### src/rtl/seg7_scan_display.sv
// seg7_scan_display: time-multiplexed 4-digit BCD seven-segment driver
// with leading-zero blanking and a sticky non-BCD load flag.
module seg7_scan_display #(
    parameter int SCAN_DIV = 25000
) (
    input  logic        Clk,
    input  logic        Rst,
    input  logic        Load,
    input  logic [15:0] Din,
    input  logic        Blank_lz,
    output logic [3:0]  Sel,
    output logic [6:0]  Seg,
    output logic        Err
);
    localparam int CW = $clog2(SCAN_DIV);

    logic [15:0]   r_shadow;
    logic [CW-1:0] r_cnt;
    logic [1:0]    r_idx;
    logic [3:0]    r_sel;
    logic [6:0]    r_seg;
    logic          r_err;

    logic          w_adv;
    logic [1:0]    w_nidx;
    logic [3:0]    w_nib;
    logic [3:0]    w_lz;
    logic          w_blank;
    logic          w_bad;
    logic [6:0]    w_dec;
    logic [6:0]    w_seg;

    assign w_adv  = r_cnt == CW'(SCAN_DIV - 1);
    assign w_nidx = r_idx + 2'd1;
    assign w_nib  = r_shadow[4*w_nidx +: 4];

    // w_lz[i]: digit i and every higher digit of the shadow are zero
    assign w_lz[3] = r_shadow[15:12] == 4'd0;
    assign w_lz[2] = w_lz[3] && r_shadow[11:8] == 4'd0;
    assign w_lz[1] = w_lz[2] && r_shadow[7:4] == 4'd0;
    assign w_lz[0] = 1'b0;

    assign w_blank = Blank_lz && w_lz[w_nidx];
    assign w_bad   = Din[15:12] > 4'd9 || Din[11:8] > 4'd9 ||
                     Din[7:4] > 4'd9 || Din[3:0] > 4'd9;

    always_comb begin
        w_dec = 7'h3F;
        case (w_nib)
            4'd0: w_dec = 7'h40;
            4'd1: w_dec = 7'h79;
            4'd2: w_dec = 7'h24;
            4'd3: w_dec = 7'h30;
            4'd4: w_dec = 7'h19;
            4'd5: w_dec = 7'h12;
            4'd6: w_dec = 7'h02;
            4'd7: w_dec = 7'h78;
            4'd8: w_dec = 7'h00;
            4'd9: w_dec = 7'h10;
            default: w_dec = 7'h3F;
        endcase
    end

    assign w_seg = w_blank ? 7'h7F : w_dec;

    // Outputs are refreshed only on the advance edge, from the pre-edge shadow
    always_ff @(posedge Clk) begin
        if (Rst) begin
            r_shadow <= 16'h0000;
            r_cnt    <= '0;
            r_idx    <= 2'd3;
            r_sel    <= 4'b1111;
            r_seg    <= 7'h7F;
            r_err    <= 1'b0;
        end else begin
            if (Load) r_shadow <= Din;
            if (Load && w_bad) r_err <= 1'b1;
            r_cnt <= w_adv ? '0 : r_cnt + CW'(1);
            if (w_adv) begin
                r_idx <= w_nidx;
                r_sel <= ~(4'b0001 << w_nidx);
                r_seg <= w_seg;
            end
        end
    end

    assign Sel = r_sel;
    assign Seg = r_seg;
    assign Err = r_err;
endmodule

### config.mk
export PLATFORM = sky130hd
export DESIGN_NAME = seg7_scan_display
export DESIGN_NICKNAME = d
export VERILOG_FILES = /design/src/rtl/seg7_scan_display.sv
export SDC_FILE = /design/constraint.sdc
export NUM_CORES = 1
export LEC_CHECK = 0
export ABC_AREA = 1
export BUFFER_PORTS_ARGS = -buffer_cell sky130_fd_sc_hd__clkbuf_2
export CORE_MARGIN = 2
export CORE_UTILIZATION = 50
export CTS_BUF_LIST = sky130_fd_sc_hd__clkbuf_8
export CTS_CLUSTER_DIAMETER = 100
export DETAILED_ROUTE_END_ITERATION = 10
export HOLD_SLACK_MARGIN = 0.15
export PLACE_DENSITY = 0.81
export SLEW_MARGIN = 25
export SYNTH_ARGS = -nofsm -noshare
export SYNTH_HDL_FRONTEND = slang
export SYNTH_SLANG_ARGS = --single-unit
### constraint.sdc
create_clock -name Clk -period 2.7 [get_ports Clk]
set_clock_uncertainty 0.05 [all_clocks]
set_input_delay 0.27 -clock Clk [delete_from_list [all_inputs] [get_ports Clk]]
set_output_delay 0.27 -clock Clk [all_outputs]
set_load 0.03 [all_outputs]
==> key figures <==
STA
  • Final Critical Period: 2230 ps
  • RSZ-0062 raised after global routing: no
  • Worst rel slew slack: 69.2%
  • Period utilization: 82.7%
  • Final setup vio count: 0
  • Final Hold Fails: 0
  • Worst slew pin tran: 462 ps
  • Setup TNS: 0 ps
  • Fin. max-slew vios: 0
  • Fmax: 448 MHz
  • Min Hold Slack: 165 ps
  • PnR worst setup slack: 466 ps

Final layout
  • Fin nets: 379
  • Ant. Diodes: 0
  • Non-Filler Instances: 402
  • Area growth syn-to-layout: 13.5%
  • Share of layout cells above drive strength 1: 20.0%

Routing
  • Vias: 2029
  • DR pass1 iterations: 4
  • Via-per-instance ratio: 5.05
  • Detailed-route DRC error count: 0
  • Total detailed-routing wirelength: 4670 µm
  • Number of DRC markers in iteration 0: 121
  • Post-DRT Antenna Nets: 0
  • WL/cell: 11.6 µm

Min path
  • Hold/Removal Path Class: in -> reg
  • Min-delay src: Din[11]

Floorplanning
  • Starting density of the core: 52.3%
  • Die X: 71.7 µm
  • Die H: 71.7 µm
  • Die Footprint: 5140 µm²
  • Cell row count: 24
  • Top-Level Pins: 32
  • Core ar.: 4380 µm²

Yosys
  • Synth warn: 0
  • Syn Std Cell Area: 2290 µm²
  • Mapped Cells: 314
  • Seq/Total Area, Yosys: 39.3%
  • Post-Syn Area per Cell: 7.30 µm²
  • Synth unique cells: 33
  • Post-Syn Nets: 344
  • #FFs+latches synth: 45

Clocking
  • CTS Root Cell: clkbuf_8
  • Post-CTS Hold Fix Bufs: 3
  • Clock Latency Late Sink: 300 ps
  • CTS resizes: 0
  • Clock sinks: 45
  • Max clock buf depth: 2
  • Num CTS Buffers: 5
  • Post-CTS Setup Bufs: 0
  • CTS tree: done
  • Reg clk slew, reported paths: 80 ps
  • Htree depth: 2

Critical path
  • CP Capture Type: register
  • CP Launch Point: r_idx[0]
  • Crit-path max cell delay: 410 ps
  • Slowest CP cell: dfxtp_1
  • Crit Path Category: reg -> reg
  • Element type at the critical path start: register
  • Worst reg2reg path startpoint: r_idx[0]
  • Crit-path leading delay family: simple AND/OR/NAND/NOR gates
  • Crit-path cells: inv_6 > ha_1 > inv_1 > nand3_1 > nand2_1 > inv_1 > ha_1 > nand3b_1 > nand3_1 > nand3_1 > nand2_1 > inv_1
  • Worst endpoint required time: 2850 ps
  • Worst path bufs/invs: 4
  • Largest fanout on the critical path: 13
  • WP data arrival: 2390 ps

Placement
  • Place WS: 510 ps
  • Placed insts: 391
  • HPWL after DPL: 3470 µm
  • Port-buffer cells: 31
  • Routability cong.: 0.919

Global route
  • Met3 Use GR: 4.50%
  • Met1 Use GR: 27.4%
  • Initial antenna violation count: 0
  • GR Layer Usage met2: 30.8%
  • GRT busiest layer: met2
  • Maximum number of pins on one net before global-route repair: 24
  • Total track usage: 20.0%
  • Global-route wire length before repair: 8250 µm
  • Vias in the first global route: 1837
  • Residual overflow from global routing: 0

Power and ir drop
  • Worst VDD drop: 0.000339 V
  • Power density over cell area: 522 nW/µm²
  • Pleak: 0.00114 µW

Run status
  • Outcome: finished clean

Flow run
  • Maxcap violations: 0
==> power by group <==
group	total, µW	leakage (µW)	switching, µW	internal, µW
Clock	533	0.0000574	232	301
Sequential	700	0.000368	15.7	685
Combinational	126	0.000710	76.7	49.0
Total	1360	0.00114	325	1030
==> worst register-to-register path: cells and delay by family, from the launching register on <==
kind	cells	cell delay, ps
and+or+nand+nor	6	680
buffers and inverters	4	430
adders and majority gates	2	560
DFF	1	410
==> cells by family (layout without fill, tap and decap cells) <==
| group | Yosys count | count (layout) | share of synthesized area [%] |
|---|---|---|---|
| AOI/OAI and AO/OA | 38 | 38 | 8.78 |
| xor gates and xnor gates | 5 | 5 | 1.91 |
| adders and majority gates | 10 | 10 | 5.46 |
| buffers and inverters | 38 | 74 | 8.40 |
| DFF | 45 | 45 | 39.3 |
| and+or+nand+nor | 178 | 178 | 36.2 |
==> metrics by stage <==
step | area [µm²] | total power [µW] | util [%]
3_3_place_gp | 2450 | 833 | 55.9
2_1_floorplan | 2290 | 801 | -
3_5_place_dp | 2450 | 837 | 55.9
5_1_grt | 2600 | 1410 | 59.4
4_1_cts | 2600 | 1370 | 59.4
6_report | 2600 | 1360 | 59.4
==> flip-flops by register name, indices dropped and copies added, names as in the netlist <==
name      cells
Err           1
Seg           7
r_idx         2
r_shadow     16
r_cnt        15
Sel           4
==> area by class of cell <==
| cell class | count | area (µm²) |
|---|---|---|
| clock buffer | 6 | 82.6 |
| timing repair buffer | 35 | 193 |
| fill | 409 | 1780 |
| clock inverter | 2 | 37.5 |
| sequential | 45 | 901 |
| inverter | 31 | 124 |
| multi-input combinational | 231 | 1200 |
| tap | 52 | 65.1 |
==> worst paths after layout <==
path | endpoint | slack, ps | depth (start not counted)
worst min register to register | r_cnt[0] | 410 | 1
worst min-delay path | r_shadow[11] | 160 | 3
worst max register to register | Seg[5] | 470 | 12
worst max-delay path | Seg[5] | 470 | 12
==> cells in the mapped netlist <==
cell type | instances | area share (%)
o21ai_1 | 3 | 0.65
nor2_4 | 1 | 0.49
inv_1 | 25 | 4.1
or2_2 | 5 | 1.4
nand4_1 | 1 | 0.27
clkbuf_1 | 3 | 0.49
buf_6 | 2 | 0.98
inv_6 | 1 | 0.38
nand2_2 | 5 | 1.4
dfxtp_1 | 45 | 39
nand2_1 | 50 | 8.2
nor3_1 | 3 | 0.65
inv_4 | 1 | 0.27
ha_1 | 10 | 5.5
a21oi_2 | 1 | 0.38
nand3_2 | 4 | 1.7
or2_0 | 1 | 0.27
nor3b_1 | 1 | 0.33
a21oi_1 | 12 | 2.6
clkinv_1 | 1 | 0.16
inv_2 | 3 | 0.49
nand2_4 | 4 | 2.0
o21ai_0 | 21 | 4.6
a22oi_2 | 1 | 0.55
xnor2_1 | 1 | 0.38
xor2_1 | 4 | 1.5
buf_8 | 1 | 0.65
buf_12 | 1 | 0.87
nor2_2 | 2 | 0.55
nand3_1 | 26 | 5.7
nor2_1 | 70 | 11
nand3b_1 | 3 | 0.98
nor3_2 | 2 | 0.87
==> per-layer routing <==
layer  up-vias  routed length [µm]
li1       1066                   -
met1       900                2300
met2        47                2060
met3        16                 198
met4         0                 107
met5         -                   0
==> layout by cell type, fill, tap and decap left out, types with 2 or more instances in the layout <==
master	instances
ha_1	10
nand3b_1	3
dfxtp_1	45
nand2_2	5
nand3_1	26
dlygate4sd3_1	3
clkbuf_2	31
o21ai_0	21
inv_1	25
nand3_2	4
nor3_1	3
nand2_1	50
clkbuf_8	6
a21oi_1	12
nor2_2	2
xor2_1	4
or2_2	5
nor3_2	2
inv_2	3
nand2_4	4
o21ai_1	3
nor2_1	70
(Power assumes the default switching activity.)
